### src/rtl/pic_pkg.sv
// Shared types for the 8259 in-service / INTA sequencing logic.
package pic_pkg;

  typedef enum logic [2:0] {
    IDLE,
    WAIT_ACK1,
    ACK1,
    WAIT_ACK2,
    ACK2
  } state_t;

  typedef logic [2:0] level_t;

  localparam level_t SPURIOUS_LEVEL = 3'd7;

  // Level that becomes highest priority once `l` has been serviced.
  function automatic level_t level_after(input level_t l);
    return l + 3'd1;
  endfunction

endpackage

### src/rtl/isr_priority_encoder.sv
// Finds the highest-priority in-service level, scanning upward from
// priority_rotate with wrap-around. Used to target a non-specific EOI.
module isr_priority_encoder
  import pic_pkg::*;
(
  input  logic [7:0] isr,
  input  level_t     priority_rotate,
  output level_t     level,
  output logic       valid
);

  logic [7:0] rotated;
  level_t     offset;

  // rotated[i] is the ISR bit for the level i steps below the current top.
  genvar gi;
  generate
    for (gi = 0; gi < 8; gi++) begin : g_rot
      assign rotated[gi] = isr[priority_rotate + level_t'(gi)];
    end
  endgenerate

  always_comb begin
    offset = '0;
    for (int i = 7; i >= 0; i--) begin
      if (rotated[i]) offset = level_t'(i);
    end
  end

  assign valid = |isr;
  assign level = priority_rotate + offset;

endmodule

### src/rtl/in_service_control.sv
// 8259 (8086 mode) INTA handshake sequencer: owns the ISR, IRR clear strobes,
// vector drive, EOI handling and the rotating-priority pointer.
module in_service_control
  import pic_pkg::*;
#(
  parameter int VECTOR_BASE_W = 5
) (
  input  logic                     clk,
  input  logic                     reset_n,
  input  logic [7:0]               interrupt,
  input  logic                     inta_n,
  input  logic [VECTOR_BASE_W-1:0] vector_base,
  input  logic                     auto_eoi,
  input  logic                     rotate_on_aeoi,
  input  logic                     eoi_valid,
  input  logic                     eoi_specific,
  input  logic                     eoi_rotate,
  input  logic [2:0]               eoi_level,
  output logic                     int_out,
  output logic [7:0]               in_service_register,
  output logic [7:0]               clear_irr,
  output logic [2:0]               priority_rotate,
  output logic [VECTOR_BASE_W+2:0] data_out,
  output logic                     data_oe
);

  state_t     state_reg;
  logic       inta_prev_reg;
  level_t     ack_level_reg;
  logic       spurious_reg;

  logic       inta_fall;
  logic       inta_rise;
  level_t     irq_level;
  level_t     nsp_level;
  logic       nsp_valid;
  logic       eoi_hit;
  level_t     eoi_target;
  logic       ack_set;
  logic       aeoi_clear;
  logic [7:0] set_mask;
  logic [7:0] clear_mask;
  logic [7:0] isr_next;
  level_t     rotate_next;

  assign inta_fall = inta_prev_reg & ~inta_n;
  assign inta_rise = ~inta_prev_reg & inta_n;

  always_comb begin
    irq_level = '0;
    for (int i = 7; i >= 0; i--) begin
      if (interrupt[i]) irq_level = level_t'(i);
    end
  end

  isr_priority_encoder u_isr_priority_encoder (
    .isr             (in_service_register),
    .priority_rotate (priority_rotate),
    .level           (nsp_level),
    .valid           (nsp_valid)
  );

  // EOI target comes from the ISR as it stood before this cycle's update.
  always_comb begin
    eoi_hit    = 1'b0;
    eoi_target = eoi_level;
    if (eoi_valid) begin
      if (eoi_specific) begin
        eoi_hit = 1'b1;
      end else if (nsp_valid) begin
        eoi_hit    = 1'b1;
        eoi_target = nsp_level;
      end
    end
  end

  assign ack_set    = (state_reg == WAIT_ACK1) && inta_fall && (|interrupt);
  assign aeoi_clear = (state_reg == ACK2) && inta_rise && auto_eoi && !spurious_reg;
  assign set_mask   = ack_set ? (8'd1 << irq_level) : 8'd0;

  always_comb begin
    clear_mask  = '0;
    rotate_next = priority_rotate;
    if (aeoi_clear) begin
      clear_mask[ack_level_reg] = 1'b1;
      if (rotate_on_aeoi) rotate_next = level_after(ack_level_reg);
    end
    if (eoi_hit) begin
      clear_mask[eoi_target] = 1'b1;
      if (eoi_rotate) rotate_next = level_after(eoi_target);
    end
    // Set is applied after the clear so a same-cycle acknowledge wins.
    isr_next = (in_service_register & ~clear_mask) | set_mask;
  end

  always_ff @(posedge clk or negedge reset_n) begin
    if (!reset_n) begin
      state_reg           <= IDLE;
      inta_prev_reg       <= 1'b1;
      ack_level_reg       <= '0;
      spurious_reg        <= 1'b0;
      int_out             <= 1'b0;
      in_service_register <= '0;
      clear_irr           <= '0;
      priority_rotate     <= '0;
      data_out            <= '0;
      data_oe             <= 1'b0;
    end else begin
      inta_prev_reg       <= inta_n;
      clear_irr           <= '0;
      in_service_register <= isr_next;
      priority_rotate     <= rotate_next;
      case (state_reg)
        IDLE: begin
          if (|interrupt) begin
            int_out   <= 1'b1;
            state_reg <= WAIT_ACK1;
          end
        end
        WAIT_ACK1: begin
          if (inta_fall) begin
            int_out   <= 1'b0;
            state_reg <= ACK1;
            if (|interrupt) begin
              ack_level_reg <= irq_level;
              spurious_reg  <= 1'b0;
              clear_irr     <= set_mask;
            end else begin
              ack_level_reg <= SPURIOUS_LEVEL;
              spurious_reg  <= 1'b1;
            end
          end
        end
        ACK1: begin
          if (inta_rise) state_reg <= WAIT_ACK2;
        end
        WAIT_ACK2: begin
          if (inta_fall) begin
            data_oe   <= 1'b1;
            data_out  <= {vector_base, ack_level_reg};
            state_reg <= ACK2;
          end
        end
        ACK2: begin
          if (inta_rise) begin
            data_oe   <= 1'b0;
            data_out  <= '0;
            state_reg <= IDLE;
          end
        end
        default: state_reg <= IDLE;
      endcase
    end
  end

endmodule
### config.mk
export PLATFORM = sky130hd
export DESIGN_NAME = in_service_control
export DESIGN_NICKNAME = d
export VERILOG_FILES = /design/src/rtl/pic_pkg.sv /design/src/rtl/isr_priority_encoder.sv /design/src/rtl/in_service_control.sv
export SDC_FILE = /design/constraint.sdc
export NUM_CORES = 1
export LEC_CHECK = 0
export ABC_AREA = 1
export CAP_MARGIN = 0
export CORE_UTILIZATION = 45
export DETAILED_ROUTE_END_ITERATION = 6
export GPL_ROUTABILITY_DRIVEN = 0
export GPL_TIMING_DRIVEN = 0
export PLACE_DENSITY_LB_ADDON = 0.08
export SYNTH_ARGS = -nofsm -noshare
export SYNTH_HDL_FRONTEND = slang
export SYNTH_SLANG_ARGS = --single-unit
### constraint.sdc
create_clock -name clk -period 6.3 [get_ports clk]
set_input_delay 1.575 -clock clk [delete_from_list [all_inputs] [get_ports clk]]
set_output_delay 1.575 -clock clk [all_outputs]
set_load 0.02 [all_outputs]
==> run_results.csv, run 1 <==
group,metric,value,unit
timing,grt_setup_unrepaired,"false",
drt,route.vias.total,2323,
final_layout,areaGrowthSynthToFinish,28.1,%
floorplanning,ios,53,
placed_design,placed_cell_area,3050,sq um
synthesis,syn_area_per_cell,7.36,sq um
synthesis,synth_cell_type_count,36,
synthesis,yosys.area_share.xor_xnor,0.0256,
timing,fin_ws,2620,ps
final_layout,seqCellArea,927,sq um
final_layout,diodes,0,
min_path,hold_class,"flop to flop",
synthesis,ys_seq_area_frac,0.380,
critical_path,cp.required,6470,ps
final_layout,reg.largest.list,"clear_irr x8, data_out x8, in_service_register x8",
critical_path,cp_max_fo,10,
synthesis,synth_edf_count,0,
final_layout,design_area,3130,sq um
clock_tree,root_buffer,"clkbuf_8",
global_routing,grt_pass1_wl,9.60,mm
synthesis,synth_area_leaders,"dfrtp_1 37%, nand2_1 11%, inv_1 9.5%",
clock_tree,post_cts.repair.setup_buffers,0,
final_layout,multiInputGateArea,1220,sq um
critical_path,cp-start-kind,"flop",
drt,finalWirelength,5.72,mm
final_layout,nets,421,
drt,firstDrtPassIters,4,
synthesis,synth_cells,332,
power,power,1570,uW
clock_tree,cts_resized,0,
timing,setup_viol,0,
timing,hold_violations,0,
critical_path,critPathCaptureType,"flop",
synthesis,synth_area,2440,sq um
outcome,status,"completed",
synthesis,ys_warn_count,0,
clock_tree,cts_tree,"built",
clock_tree,htree_levels,2,
floorplanning,coreArea,5170,sq um
power,cellLeakagePower,0.00157,uW
power,peakVddDrop,0.196,mV
min_path,worstHoldPathCells,2,
drt,via_per_inst,5.03,
critical_path,worst-setup-path-type,"flop to flop",
placed_design,place_ws,2570,ps
synthesis,syn-num-nets,362,
synthesis,ys_async_sr_fraction,1.00,
global_routing,grt.overflow.total,0,
synthesis,synth_area_leader_cell,"dfrtp_1",
timing,worst_pin_slew,796,ps
timing,finalCriticalPeriod,3680,ps
synthesis,yosysTopAreaCellShare,0.369,
placed_design,dp_hpwl,4.48,mm
synthesis,synth-compound-area-share,0.115,
synthesis,synthSimpleGateAreaFrac,0.325,
critical_path,regToRegSetupSlack,2620,ps
clock_tree,clk_latency,280,ps
clock_tree,cts_made_buffers,5,
synthesis,synth_top_family_by_area,"simple AND/OR/NAND/NOR gates",
drt,drc,0,
final_layout,fillers,475,
placed_design,numPortBuffers,52,
synthesis,synthAdderAreaFrac,0.0338,
drt,drt_iter0_drc,74,
floorplanning,die-height,75.7,um
timing,fmax,0.271,GHz
global_routing,grt_max_degree,38,
clock_tree,cts_hold_buf,0,
run,maxCapViolations,0,
floorplanning,initial_core_util,0.472,
global_routing,grt_use_total,0.221,
synthesis,synth_top_flop_cell,"dfrtp_1",
synthesis,ys_seq_elements,37,
clock_tree,clk_path_buf_depth,2,
global_routing,antenna_found_initial,0,
global_routing,grt_pass1_vias,2231,
critical_path,crit_arrival,3850,ps
timing,fin_setup_tns,0,ps
synthesis,synthMuxAreaShare,0,
final_layout,drive_above_1_share,0.107,
drt,ant_nets,0,
timing,skew,12.0,ps
floorplanning,die_w,75.7,um
critical_path,ff2ff_path_depth,18,
timing,period_share,0.585,
timing,slew_violations,0,
power,power.density,502,nW/um^2
floorplanning,dieArea,5730,sq um
clock_tree,path_clk_slew,70,ps
timing,relSlewSlack,0.469,
clock_tree,numClockSinks,37,
drt,avgRoutedWirePerCell,12.4,um
floorplanning,rows,26,
-- synthesized netlist by cell type, drive strengths merged, types with 2 or more instances --
cell     n
inv     66
o211ai   2
nor3     4
ha       5
a22oi    2
nand2   83
dfrtp   36
buf      4
xor2     4
o21ai   19
o22ai    3
or2      2
nor2    30
nand4    5
a31oi    2
a21oi    6
nand3   43
o41ai    8
-- layer usage --
layer	wire length [um]	vias up	share of wire	global-route usage
li1	-	1191	-	-
met1	2640	1079	0.46	0.283
met2	2840	43	0.50	0.383
met3	154	10	0.027	0.0384
met4	89	0	0.016	0.0679
met5	0	-	0	0
-- area by class of cell --
type | count | area share
buffer | 5 | 0.0136
clock buffer | 6 | 0.0232
clock inverter | 2 | 0.00320
inverter | 66 | 0.0808
multi-input combinational | 224 | 0.390
sequential | 37 | 0.296
tap | 70 | 0.0280
timing repair buffer | 52 | 0.165
-- worst max-delay path: stages (launching register included) --
cell      delay, ps
dfrtp_1         430
buf_6           180
inv_6            70
ha_1            370
inv_1           110
nand3_1         130
nand3_1          80
nand2_1         110
a31oi_1          80
o21ai_0         150
nand2_1          70
a21boi_0        170
ha_1            170
inv_1            50
fa_1            420
o21ai_1         400
ha_1            310
o21ai_0         190
inv_1            60
-- cells in the final DEF (no fill, tap or decap), drive strengths merged, types with 6 or more instances in the layout --
cell / instances
clkbuf: 7
dfrtp: 36
nor2: 30
clkdlybuf4s50: 51
o41ai: 8
a21oi: 6
nand3: 43
o21ai: 19
inv: 66
nand2: 83
-- power breakdown --
part / switching [uW] / total (uW) / leakage (uW) / internal (uW)
Combinational: 610 / 1020 / 0.00106 / 405
Sequential: 82.4 / 399 / 0.000463 / 316
Clock: 80.2 / 157 / 0.0000450 / 76.7
Total: 773 / 1570 / 0.00157 / 798
-- worst paths after layout --
path,from,end
worst min register to register,int_out$_DFFE_PN0P_,int_out$_DFFE_PN0P_
max in group asynchronous,reset_n,data_out[3]$_DFFE_PN0P_
worst max-delay path,priority_rotate[0]$_DFF_PN0_,priority_rotate[1]$_DFF_PN0_
min in group asynchronous,reset_n,clear_irr[2]$_DFF_PN0_
worst max register to register,priority_rotate[0]$_DFF_PN0_,priority_rotate[1]$_DFF_PN0_
worst min-delay path,int_out$_DFFE_PN0P_,int_out$_DFFE_PN0P_
-- stage by stage --
| stage | cells | hold slack [ps] | utilization |
|---|---|---|---|
| after floorplan | 332 | 491 | - |
| after global placement | 454 | 504 | 0.590 |
| after detailed placement | 454 | 515 | 0.589 |
| after CTS | 462 | 532 | 0.605 |
| after global routing | 462 | 557 | 0.605 |
| final | 462 | 526 | 0.605 |
-- cell families (layout without fill, tap and decap cells) --
| logic type | after synthesis | count (layout) |
|---|---|---|
| AOI/OAI and AO/OA | 45 | 45 |
| adders and majority gates | 6 | 6 |
| and+or+nand+nor | 168 | 168 |
| buffers and inverters | 71 | 131 |
| DFF | 37 | 37 |
| xor gates and xnor gates | 5 | 5 |
No activity file was read; power rests on OpenSTA's default activity.
==> run 2: changes to the inputs <==
==> constraint.sdc (replaced) <==
create_clock -name clk -period 3.9 [get_ports clk]
set_input_delay 0.975 -clock clk [delete_from_list [all_inputs] [get_ports clk]]
set_output_delay 0.975 -clock clk [all_outputs]
set_load 0.02 [all_outputs]
==> run 2 against run 1 <==
Against the previous run: clock-buffer cell count unchanged; critical path depth unchanged; critical path type unchanged; first-iteration DRC count increased by 1.4%; register-to-register slack got worse by 2300 ps; maximum frequency increased by 4.2%; worst setup slack got worse by 2300 ps; non-clock buffer count unchanged; wire length increased by 0.14%; die area unchanged; flip-flop and latch count unchanged; via count increased by 0.22%.
==> run_results.csv, run 2 (synthesis results as in run 1) <==
group,metric,value,unit
outcome,status,"completed",
timing,finalCriticalPeriod,3540,ps
global_routing,grt_pass1_vias,2231,
floorplanning,initial_core_util,0.472,
critical_path,cp_max_fo,10,
timing,skew,12.0,ps
timing,period_share,0.907,
drt,avgRoutedWirePerCell,12.4,um
final_layout,final_cell_mix,"69 x nand2_1, 62 x inv_1, 51 x clkdlybuf4s50_1",
clock_tree,root_buffer,"clkbuf_8",
timing,slew_violations,0,
floorplanning,ios,53,
drt,ant_nets,0,
clock_tree,path_clk_slew,70,ps
clock_tree,clk_path_buf_depth,2,
floorplanning,die_w,75.7,um
critical_path,critPathCaptureType,"flop",
global_routing,antenna_found_initial,0,
power,cellLeakagePower,0.00158,uW
critical_path,crit_arrival,3700,ps
critical_path,ff2ff_path_depth,18,
floorplanning,rows,26,
floorplanning,dieArea,5730,sq um
final_layout,reg.largest.list,"clear_irr x8, data_out x8, in_service_register x8",
min_path,worstHoldPathCells,2,
timing,worst_pin_slew,796,ps
timing,fmax,0.283,GHz
critical_path,cp.required,4070,ps
clock_tree,cts_made_buffers,5,
floorplanning,coreArea,5170,sq um
timing,relSlewSlack,0.469,
drt,via_per_inst,5.04,
critical_path,regToRegSetupSlack,360,ps
global_routing,grt.overflow.total,0,
global_routing,grt_use_total,0.221,
final_layout,diodes,0,
timing,hold_violations,0,
final_layout,nets,421,
global_routing,grt_pass1_wl,9.60,mm
clock_tree,numClockSinks,37,
clock_tree,htree_levels,2,
final_layout,final_common_cell,"nand2_1",
placed_design,numPortBuffers,52,
final_layout,drive_above_1_share,0.110,
drt,drt_iter0_drc,75,
clock_tree,post_cts.repair.setup_buffers,0,
run,maxCapViolations,0,
placed_design,dp_hpwl,4.48,mm
drt,route.vias.total,2328,
clock_tree,clk_latency,280,ps
timing,setup_viol,0,
final_layout,areaGrowthSynthToFinish,28.5,%
floorplanning,die-height,75.7,um
global_routing,grt_max_degree,38,
min_path,hold_class,"flop to flop",
drt,finalWirelength,5.73,mm
timing,grt_setup_unrepaired,"false",
drt,firstDrtPassIters,4,
drt,drc,0,
power,peakVddDrop,0.365,mV
power,power.density,819,nW/um^2
critical_path,worst-setup-path-type,"flop to flop",
clock_tree,cts_tree,"built",
critical_path,cp-start-kind,"flop",
timing,fin_setup_tns,0,ps
final_layout,post-route-util,0.607,
==> run 2: timing repair <==
action	CTS	global route
hold buffers	0	0
gates resized for setup	0	2
endpoints found under the setup margin	0	2
==> run 2: per-layer routing <==
metal	up-vias	GRT usage	share of wire
met3	10	0.0384	0.027
met5	-	0	0
li1	1191	-	-
met2	45	0.383	0.50
met1	1082	0.283	0.46
met4	0	0.0679	0.016
==> run 2: power breakdown <==
| part | switching, uW | total (uW) | leakage, uW | internal (uW) |
|---|---|---|---|---|
| clock | 130 | 253 | 0.0000450 | 124 |
| sequential | 133 | 644 | 0.000463 | 511 |
| combinational | 1010 | 1680 | 0.00107 | 669 |
| total | 1270 | 2570 | 0.00158 | 1300 |
==> run 2: worst max-delay path, stage by stage, from the launching register on <==
cell and delay (ps):
dfrtp_1 430, buf_6 180, inv_6 70, ha_1 370
inv_1 110, nand3_1 130, nand3_1 80, nand2_1 110
a31oi_1 80, o21ai_0 150, nand2_1 70, a21boi_0 170
ha_1 170, inv_1 50, fa_1 480, o21ai_4 240
ha_1 260, o21ai_0 190, inv_1 60
==> run 2: stage by stage <==
stage                     setup slack (ps)  area [sq um]  hold slack (ps)  instances  total power, uW
after floorplan                        576          2440              491        332             1820
after global placement                 268          3050              504        454             2250
after detailed placement               171          3050              515        454             2290
after CTS                              159          3130              532        462             2560
after global routing                  1.42          3140              557        462             2830
final                                  363          3140              526        462             2570
==> run 2: cell type report <==
type	count	area [sq um]
fill	474	2030
multi-input combinational	224	1230
sequential	37	927
timing repair buffer	52	515
inverter	66	253
tap	70	87.6
clock buffer	6	72.6
buffer	5	42.5
clock inverter	2	10.0
==> run 2: final timing paths <==
check | start | endpoint
worst max register to register | priority_rotate[0]$_DFF_PN0_ | priority_rotate[1]$_DFF_PN0_
worst min register to register | int_out$_DFFE_PN0P_ | int_out$_DFFE_PN0P_
max in group asynchronous | reset_n | data_out[3]$_DFFE_PN0P_
worst max-delay path | priority_rotate[0]$_DFF_PN0_ | priority_rotate[1]$_DFF_PN0_
worst min-delay path | int_out$_DFFE_PN0P_ | int_out$_DFFE_PN0P_
min in group asynchronous | reset_n | clear_irr[2]$_DFF_PN0_
==> run 3: changes to the inputs <==
--- a/config.mk
+++ b/config.mk
@@ -11,7 +11,9 @@
 export DETAILED_ROUTE_END_ITERATION = 6
 export GPL_ROUTABILITY_DRIVEN = 0
 export GPL_TIMING_DRIVEN = 0
+export HOLD_SLACK_MARGIN = 0.02
 export PLACE_DENSITY_LB_ADDON = 0.08
 export SYNTH_ARGS = -nofsm -noshare
 export SYNTH_HDL_FRONTEND = slang
+export SYNTH_HIERARCHICAL = 1
 export SYNTH_SLANG_ARGS = --single-unit
==> run 3 against run 2 <==
Against the previous run: largest cell class unchanged; final cell count is 4.1% higher; first-iteration DRC count increased by 44%; clock skew shrank 9.5 ps; critical endpoint is now in_service_register[3]$_DFF_PN0_; non-clock buffer count unchanged; via count grew 0.17%; die area is 0.95% higher; total power rose by 4.2%; flip-flop and latch count unchanged; global-route usage down 1.4 points; critical path type unchanged.
==> run_results.csv, run 3 <==
group,metric,value,unit
global_routing,grt_pass1_vias,2173,
final_layout,nets,440,
timing,relSlewSlack,0.456,
drt,drc,0,
floorplanning,initial_core_util,0.474,
final_layout,final_common_cell,"nand2_1",
timing,finalCriticalPeriod,3490,ps
drt,route.vias.total,2332,
power,cellLeakagePower,0.00171,uW
critical_path,worst-setup-path-type,"flop to flop",
placed_design,dp_hpwl,4.33,mm
timing,skew,2.50,ps
min_path,hold_class,"flop to flop",
min_path,min_from,"data_out[5]$_DFFE_PN0P_",
synthesis,synth_cells,349,
clock_tree,cts_hold_buf,0,
synthesis,ys_seq_elements,37,
drt,finalWirelength,5.57,mm
clock_tree,clk_latency,290,ps
critical_path,critPathCaptureType,"flop",
floorplanning,rows,26,
final_layout,final_cell_mix,"103 x nand2_1, 53 x inv_1, 51 x clkdlybuf4s50_1",
clock_tree,cts_tree,"built",
critical_path,slowest_delay,420,ps
floorplanning,ios,53,
final_layout,diodes,0,
synthesis,synth_area_leader_cell,"dfrtp_1",
timing,hold_violations,0,
clock_tree,clk_path_buf_depth,2,
synthesis,ys_seq_area_frac,0.376,
timing,fmax,0.287,GHz
floorplanning,die_w,76.0,um
synthesis,syn_area_per_cell,7.07,sq um
global_routing,grt_max_degree,38,
timing,period_share,0.894,
timing,grt_setup_unrepaired,"false",
drt,drt_iter0_drc,108,
critical_path,crit_arrival,3670,ps
critical_path,regToRegSetupSlack,410,ps
global_routing,grt.overflow.total,0,
critical_path,crit_family,"simple AND/OR/NAND/NOR gates",
drt,via_per_inst,4.85,
floorplanning,die-height,76.0,um
synthesis,yosysTopAreaCellShare,0.365,
min_path,whs_endpoint,"data_out[5]$_DFFE_PN0P_",
critical_path,cpMostUsedCell,"nand2_1",
critical_path,cp_max_fo,9,
synthesis,yosys-top-cells-count,"103 x nand2_1, 53 x inv_1, 41 x nand3_1, 36 x dfrtp_1, 20 x nor2_1",
timing,holdWs,522,ps
synthesis,synth_area_leaders,"dfrtp_1 37%, nand2_1 16%, nand3_1 8.3%",
floorplanning,dieArea,5780,sq um
drt,avgRoutedWirePerCell,11.6,um
critical_path,crit_buf_inv,6,
final_layout,reg.largest.list,"clear_irr x8, data_out x8, in_service_register x8",
clock_tree,htree_levels,2,
timing,fin_setup_tns,0,ps
critical_path,r2r-start,"priority_rotate[0]$_DFF_PN0_",
placed_design,placed_cell_area,3070,sq um
critical_path,slowest_stage,"dfrtp_2",
final_layout,areaGrowthSynthToFinish,30.7,%
critical_path,cp.required,4080,ps
critical_path,cp-start-kind,"flop",
timing,slew_violations,0,
placed_design,dp.cells,471,
global_routing,grt_pass1_wl,9.78,mm
synthesis,ys_warn_count,6,
final_layout,post-route-util,0.619,
timing,setup_viol,0,
power,power.density,831,nW/um^2
critical_path,r2r_end,"in_service_register[3]$_DFF_PN0_",
critical_path,ff2ff_path_depth,26,
global_routing,antenna_found_initial,0,
run,maxCapViolations,0,
final_layout,fin_cells,481,
clock_tree,root_buffer,"clkbuf_8",
placed_design,numPortBuffers,52,
final_layout,drive_above_1_share,0.151,
synthesis,synth_area,2470,sq um
min_path,worstHoldPathCells,2,
clock_tree,numClockSinks,37,
synthesis,synth_cell_type_count,37,
timing,worst_pin_slew,816,ps
drt,ant_nets,0,
clock_tree,path_clk_slew,70,ps
synthesis,syn-num-nets,379,
synthesis,ys_async_sr_fraction,1.00,
synthesis,yosysMostFrequentCell,"nand2_1",
global_routing,grt_use_total,0.207,
floorplanning,coreArea,5200,sq um
synthesis,synth_edf_count,0,
synthesis,synth_top_flop_cell,"dfrtp_1",
clock_tree,cts_made_buffers,5,
power,peakVddDrop,0.419,mV
drt,firstDrtPassIters,5,
final_layout,design_area,3220,sq um
outcome,status,"completed",
==> run 3: area by class of cell <==
class | instances | area [sq um]
multi-input combinational | 241 | 1270
fill | 494 | 1980
clock buffer | 7 | 86.3
buffer | 3 | 30.0
clock inverter | 1 | 30.0
timing repair buffer | 54 | 531
inverter | 68 | 262
sequential | 37 | 930
tap | 70 | 87.6
==> run 3: worst max-delay path by stage <==
stage / slack [ps] / start / endpoint / cells past startpoint
2_1_floorplan: 530 / priority_rotate[1]$_DFF_PN0_ / in_service_register[1]$_DFF_PN0_ / 25
3_3_place_gp: 220 / priority_rotate[1]$_DFF_PN0_ / in_service_register[1]$_DFF_PN0_ / 25
3_5_place_dp: 110 / priority_rotate[1]$_DFF_PN0_ / in_service_register[3]$_DFF_PN0_ / 25
4_1_cts: 90 / priority_rotate[1]$_DFF_PN0_ / in_service_register[3]$_DFF_PN0_ / 25
5_1_grt: 80 / priority_rotate[0]$_DFF_PN0_ / in_service_register[2]$_DFF_PN0_ / 26
6_report: 410 / priority_rotate[0]$_DFF_PN0_ / in_service_register[3]$_DFF_PN0_ / 26
==> run 3: worst register-to-register path, delay by kind of cell, from the launching register on <==
kind	cells	cell delay, ps
buffers and inverters	6	500
AOI/OAI and AO/OA	2	320
adders and majority gates	3	800
xor gates and xnor gates	1	160
and+or+nand+nor	14	1170
DFF	1	420
==> run 3: repair_timing <==
item | in CTS | in global routing
buffers inserted | 0 | 2
endpoints found under the setup margin | 0 | 9
gates resized for setup | 0 | 4
==> run 3: cells by family after synthesis <==
family	synth area share
AOI/OAI and AO/OA	0.0878
xor gates and xnor gates	0.0173
adders and majority gates	0.0335
buffers and inverters	0.118
DFF	0.376
and+or+nand+nor	0.367
==> run 3: routing by layer <==
metal  wire, um  global-route usage  up-vias  share of wire
met1       2800               0.283     1055           0.50
met2       2530               0.335       49           0.45
met3        183              0.0407        6          0.033
met4         57              0.0596        0          0.010
li1           -                   -     1222              -
met5          0                   0        -              0
==> run 3: power breakdown <==
group / total, uW / leakage (uW) / internal, uW / switching, uW
combinational: 1690 / 0.00119 / 686 / 1000
clock: 346 / 0.0000585 / 209 / 137
sequential: 642 / 0.000463 / 510 / 132
total: 2680 / 0.00171 / 1400 / 1270
==> run 3: through the flow <==
step	power (uW)	setup slack, ps
final	2680	414
after global routing	2930	79.4
after CTS	2640	93.9
after detailed placement	2290	114
after global placement	2250	217
after floorplan	1840	528
